===== src/rtl/pipe_skid_reg.sv =====
// Pipeline stage register with valid/ready handshake and 2-entry skid.
// Stall (EN_), flush (CLR) and saturating stall statistics.
module pipe_skid_reg #(
  parameter int unsigned      WIDTH     = 32,
  parameter logic [WIDTH-1:0] CLR_VALUE = '0,
  parameter int unsigned      CNT_W     = 16
) (
  input  logic             clk,
  input  logic             RST_,
  input  logic             EN_,
  input  logic             CLR,
  input  logic [WIDTH-1:0] in_data,
  input  logic             in_valid,
  output logic             in_ready,
  output logic [WIDTH-1:0] out_data,
  output logic             out_valid,
  input  logic             out_ready,
  output logic [1:0]       occupancy,
  output logic [CNT_W-1:0] stall_cnt
);

  logic [WIDTH-1:0] main_data;
  logic [WIDTH-1:0] skid_data;
  logic             main_v;
  logic             skid_v;
  logic             in_fire;
  logic             out_fire;
  logic             st_empty;
  logic             st_one;
  logic             st_full;

  // ready depends only on registered state and EN_
  assign in_ready  = ~skid_v & ~EN_;
  assign out_valid = main_v & ~EN_;
  assign out_data  = main_data;
  assign in_fire   = in_valid & in_ready;
  assign out_fire  = out_valid & out_ready;
  assign occupancy = {1'b0, main_v} + {1'b0, skid_v};

  assign st_empty = ~main_v;
  assign st_one   = main_v & ~skid_v;
  assign st_full  = main_v & skid_v;

  always_ff @(posedge clk or negedge RST_) begin
    if (!RST_) begin
      main_v    <= 1'b0;
      skid_v    <= 1'b0;
      main_data <= '0;
      skid_data <= '0;
    end else if (CLR) begin
      main_v    <= 1'b0;
      skid_v    <= 1'b0;
      main_data <= CLR_VALUE;
      skid_data <= CLR_VALUE;
    end else begin
      unique case (1'b1)
        st_empty: begin
          if (in_fire) begin
            main_v    <= 1'b1;
            main_data <= in_data;
          end
        end
        st_one: begin
          if (in_fire && out_fire) begin
            main_data <= in_data;
          end else if (in_fire) begin
            skid_v    <= 1'b1;
            skid_data <= in_data;
          end else if (out_fire) begin
            main_v <= 1'b0;
          end
        end
        st_full: begin
          if (out_fire) begin
            skid_v    <= 1'b0;
            main_data <= skid_data;
          end
        end
        default: begin
          main_v <= 1'b0;
          skid_v <= 1'b0;
        end
      endcase
    end
  end

  // counts held-but-not-emitted cycles, flush does not touch it
  always_ff @(posedge clk or negedge RST_) begin
    if (!RST_) begin
      stall_cnt <= '0;
    end else if (main_v && !out_fire && (stall_cnt != '1)) begin
      stall_cnt <= stall_cnt + CNT_W'(1);
    end
  end

endmodule


===== config.mk =====
export PLATFORM = sky130hd
export DESIGN_NAME = pipe_skid_reg
export DESIGN_NICKNAME = d
export VERILOG_FILES = /design/src/rtl/pipe_skid_reg.sv
export SDC_FILE = /design/constraint.sdc
export NUM_CORES = 1
export LEC_CHECK = 0
export CELL_PAD_IN_SITES_DETAIL_PLACEMENT = 1
export CELL_PAD_IN_SITES_GLOBAL_PLACEMENT = 1
export CORE_MARGIN = 2
export CORE_UTILIZATION = 39
export CTS_CLUSTER_DIAMETER = 50
export DETAILED_ROUTE_END_ITERATION = 12
export GPL_ROUTABILITY_DRIVEN = 1
export PLACE_DENSITY = 0.8
export SLEW_MARGIN = 20
export SYNTH_ARGS = -nofsm -noshare
export SYNTH_HDL_FRONTEND = slang
export SYNTH_SLANG_ARGS = --single-unit

===== constraint.sdc =====
create_clock -name clk -period 2.3 [get_ports clk]
set_input_delay 0.345 -clock clk [delete_from_list [all_inputs] [get_ports clk]]
set_output_delay 0.345 -clock clk [all_outputs]
set_load 0.01 [all_outputs]

; ---- Yosys cells after proc, flatten, opt, wreduce, memory -nomap -nowiden
; Cells that the tools add are included.
[classes]
n_mux = 20
n_shift = 0
magnitude_cmp = 0
n_addsub = 2
multipliers = 0
n_bitwise = 9
div = 0
eq_ne = 11
reduce_logical = 11
[ops]
columns = cell, count
row1 = two-way mux 32 bit, 8
row2 = one-hot mux 32 bit (3 select lines), 1
row3 = adder 16 x 1 -> 16 bit (second input constant), 1
row4 = inequality test 16 bit (second input constant), 1
row5 = inequality test 3 bit (second input constant), 5
row6 = AND reduction 4 bit, 3
row7 = two-way mux 1 bit, 9
row8 = bitwise AND 1 bit, 6
row9 = inequality test 2 bit (second input constant), 3
row10 = one-hot mux 1 bit (3 select lines), 2
row11 = inequality test 4 bit (second input constant), 1
row12 = nonzero test 2 bit, 2
row13 = nonzero test 4 bit, 1
row14 = logical AND 1 bit, 3
row15 = inequality test 3 x 2 -> 1 bit (second input constant), 1
row16 = NOT 1 bit, 3
row17 = AND reduction 3 bit, 1
row18 = adder 1 x 1 -> 2 bit, 1
row19 = zero test 1 bit, 1
[totals]
ff_bits = 82
latch_bits = 0
input_bits = 38
ramBits = 0
output_inout_bits = 52
rom_bits = 0
memories = 0

; ---- Logic depth before layout (Yosys ltp)
[logic_depth]
depth_word = 8
mapped_depth = 7
depth_no_buf = 5

; ---- Worst setup path after synthesis
; No wires, ideal clock.
[synth_path]
path_type = reg-to-reg
from = register main_v
to = register main_data[0], in the netlist out_data[0]
synth_period_minus_slack_ns = 2.056
n_path_buf = 2
stages_incl_launch_ff = 7
path_slack_ns = 0.244
arrival_ns = 1.931
required_ns = 2.175
path_cell_list = dfrtp_1 > ha_1 > buf_2 > mux2_2 > a311o_2 > buf_6 > mux2_4
[synth_between]
elab_cells_between_ends = 13
[synth_lines]
columns = element, line_no
row1 = start: declaration, 24  ; logic main_v;
row2 = start signal: assignment, 46  ; main_v <= 1'b0;
row3 = start signal: assignment, 51  ; main_v <= 1'b0;
row4 = start signal: assignment, 59  ; main_v <= 1'b1;
row5 = bitwise AND 1 bit *, 42  ; assign st_full = main_v & skid_v;
row6 = via st_full, 30  ; logic st_full;
row7 = inequality test 3 bit (no line) (tied with other cells), --
row8 = AND reduction 4 bit (no line) or two-way mux 32 bit (tied branches), --
row9 = end signal: assignment, 60  ; main_data <= in_data;
row10 = end signal: assignment, 65  ; main_data <= in_data;
row11 = end signal: assignment, 76  ; main_data <= skid_data;
row12 = end: declaration, 22  ; logic [WIDTH-1:0] main_data;
; Mark *: on every way through the listed nets, which the timed path passes. The rest lies on a longest branch.
; A chain may end at the register's enable or synchronous reset.

; ---- Worst setup path in the final report
[layout_path]
from = register skid_v
to = register main_data[28], in the netlist out_data[28]
[layout_between]
elab_chain_cells = 6
elab_cells_between_ends = 13
[layout_lines]
columns = element, line_no
row1 = start: declaration, 25  ; logic skid_v;
row2 = start signal: assignment, 47  ; skid_v <= 1'b0;
row3 = start signal: assignment, 52  ; skid_v <= 1'b0;
row4 = start signal: assignment, 67  ; skid_v <= 1'b1;
row5 = NOT 1 bit, "33, 41"
row6 = bitwise AND 1 bit, 33  ; assign in_ready = ~skid_v & ~EN_;
row7 = bitwise AND 1 bit, 36  ; assign in_fire = in_valid & in_ready;
row8 = logical AND 1 bit, 64  ; if (in_fire && out_fire) begin
row9 = inequality test 3 x 2 -> 1 bit (no line), --
row10 = AND reduction 4 bit (no line), --
; Several ways; a longest one is shown, not always the timed one.

==> results.toml <==
[sta]
rsz0062_at_grt = "no"
min_period_ns = 2.14
period_share = 0.931
fmax_ghz = 0.467
slew_headroom = 0.663
fin_ws_ns = 0.158
finalSetupViolCount = 0
max_slew.worst_pin.slew_ns = 0.506
hold_violations = 0
clock_skew_ns = 0.0100
slew_viol_final = 0

[setup_path]
cp.arrival_ns = 2.39
r2r-end = "out_data[28]"
end_kind = "register"
regToRegSetupSlack_ns = 0.16
crit_fanout = 23
crit_buf_inv = 3
reg2regPathDepth = 7
cp-startpoint = "skid_v"
criticalPathCategory = "reg -> reg"
cp_slowest_cell = "dfrtp_1"
cp_cell_sequence = "inv_1 -> ha_1 -> buf_4 -> nor4_2 -> a311o_2 -> buf_12 -> mux2_2"
crit_required_ns = 2.55
crit_path_start_kind = "register"
slowest_delay_ns = 0.44
path_delay_family = "buffers and inverters"
worstReg2RegStart = "skid_v"

[finish]
fin_area_um2 = 5360
fillCellCount = 1132
nNetsFinal = 511
syn2layout_area_growth_pct = 32.8
diodes = 0
drive_gt1_frac = 0.147

[grt]
grt_use_total = 0.195
grt_max_degree = 37
grt_pass1_vias = 3322
grt_antenna_before_repair = 0
globalRoute.totalOverflow = 0
grt_first_pass_wirelength_um = 17000

[clock_network]
cts_made_buffers = 9
path_clk_slew_ns = 0.08
cts_resized = 0
worstSkewPairLatency_ns = 0.36
cts_buffer_depth = 2
cts.sinks = 82
root_buffer = "clkbuf_8"
ctsHtreeMaxLevel = 3
cts_tree = "yes"

[placed_design]
port_buffers = 89
gp_congestion = 0.805
pre_cts_slack_ns = -0.0850
placed_cell_area_um2 = 5120
place_hpwl_um = 7100

[synthesis]
synth_top_area_share = 0.508
synth.avg_cell_area_um2 = 10.7
synth-seq-cells = 82
yosysSeqAreaShare = 0.508
netlist_area_um2 = 4040
async_flop_share = 1.00
synth_top_cells_by_count = "82 x dfrtp_1, 71 x nand2_1, 37 x a21oi_1"
synth_edf_count = 0
synth.most_common_cell = "dfrtp_1"
ys_warn_count = 0
post_synth_inst_count = 378
synth_top_area_cell = "dfrtp_1"
syn_nets = 419
netlist_top_cells_area = "dfrtp_1 51%, mux2_4 11%, mux2i_1 7.9%, nand2_1 6.6%, a21oi_1 4.6%"
synth_flop_cell = "dfrtp_1"
yosysUniqueCellTypes = 36

[drt]
wl_per_cell_um = 16.8
dr.pass1.iters = 4
drc = 0
drt_iter0_markers = 108
ant_nets = 0
wl_um = 10200
num_vias = 3092
viasPerCell = 5.06

[floorplanning]
die_y_um = 106
ios = 90
die_w_um = 106
fp-row-count = 37
core_region_area_um2 = 10200
dieArea_um2 = 11200
start_util = 0.397

[power]
power.density_nw_per_um2 = 646
vdd_drop_max_uv = 324
p_leak_nw = 2.34
finalPower_mw = 3.47

[status]
outcome = "complete, no violations"

[job]
max_cap_viol_count = 0

[min_path]
hp-class = "in -> async"
worst max path at each step:
stage	end	slack, ns	depth (start not counted)
after floorplan	out_data[0]	0.24	6
after global placement	out_data[29]	-0.0005	6
after detailed placement	out_data[28]	-0.09	6
after CTS	out_data[28]	0.14	7
after global routing	out_data[28]	0.05	7
final	out_data[28]	0.16	7
per-stage QoR:
stage | TNS, ns | util | hold slack [ns] | std cells
global route | 0 | 0.527 | 0.420 | 611
detailed placement | -1.34 | 0.503 | 0.268 | 594
floorplan | 0 | - | 0.0494 | 378
finish | 0 | 0.527 | 0.418 | 611
global placement | -0.000745 | 0.503 | 0.264 | 594
CTS | 0 | 0.527 | 0.406 | 611
cell families after synthesis:
logic type | after synthesis | share of synthesized area
buffers and inverters | 28 | 0.0347
adders and majority gates | 3 | 0.00929
DFF | 82 | 0.508
and+or+nand+nor | 146 | 0.166
muxes | 66 | 0.202
AOI/OAI and AO/OA | 40 | 0.0520
xor gates and xnor gates | 13 | 0.0282
cells in the final DEF, fill, tap and decap left out, types with 2 or more instances in the layout:
cell type / count
clkdlybuf4s50_1: 87
dfrtp_1: 82
nand2_1: 71
a21oi_1: 37
nor2_1: 36
mux2i_1: 32
mux2_4: 30
buf_4: 13
xor2_1: 12
clkbuf_8: 9
nor3_1: 7
nand3_1: 6
nor4_1: 6
inv_1: 4
mux2_2: 4
nand4_1: 4
bufinv_16: 3
buf_12: 3
nand2b_1: 2
and3_1: 2
nor4b_1: 2
ha_1: 2
clkbuf_1: 2
state kept, by name, indices dropped and copies added (netlist names):
| signal | count |
|---|---|
| main_v | 1 |
| out_data | 32 |
| skid_data | 32 |
| skid_v | 1 |
| stall_cnt | 16 |
worst reg2reg max path, delay by kind of cell (launching register included):
kind / cells / cell delay (ns)
buffers and inverters: 3 / 0.45
flip-flops: 1 / 0.44
multiplexers: 1 / 0.38
AND/OR/NAND/NOR: 1 / 0.34
AO/OA/AOI/OAI: 1 / 0.22
adder cells (fa/ha/maj): 1 / 0.20
what timing repair did:
action | in CTS | in global routing
hold buffers | 1 | 0
buffers inserted | 0 | 0
hold endpoints to repair | 21 | 0
metal layers:
| layer | share of wire | global-route usage | routed length, µm |
|---|---|---|---|
| met5 | 0 | 0 | 0 |
| met4 | 0.019 | 0.0761 | 194 |
| met3 | 0.029 | 0.0315 | 298 |
| met2 | 0.51 | 0.326 | 5240 |
| met1 | 0.44 | 0.255 | 4510 |
cell type report:
type,instances,area (µm²),area share
clock inverter,5,103,0.0191
multi-input combinational,268,1850,0.345
sequential,82,2050,0.383
clock buffer,11,131,0.0245
tap,136,170,0.0317
timing repair buffer,105,1040,0.195
inverter,4,15.0,0.00280
power by group:
| part | internal, mW | leakage, nW | switching, mW |
|---|---|---|---|
| registers | 1.53 | 1.10 | 0.0783 |
| logic | 0.358 | 1.13 | 0.253 |
| clock network | 0.720 | 0.114 | 0.523 |
| total | 2.61 | 2.34 | 0.854 |
No activity file was read; power rests on OpenSTA's default activity.
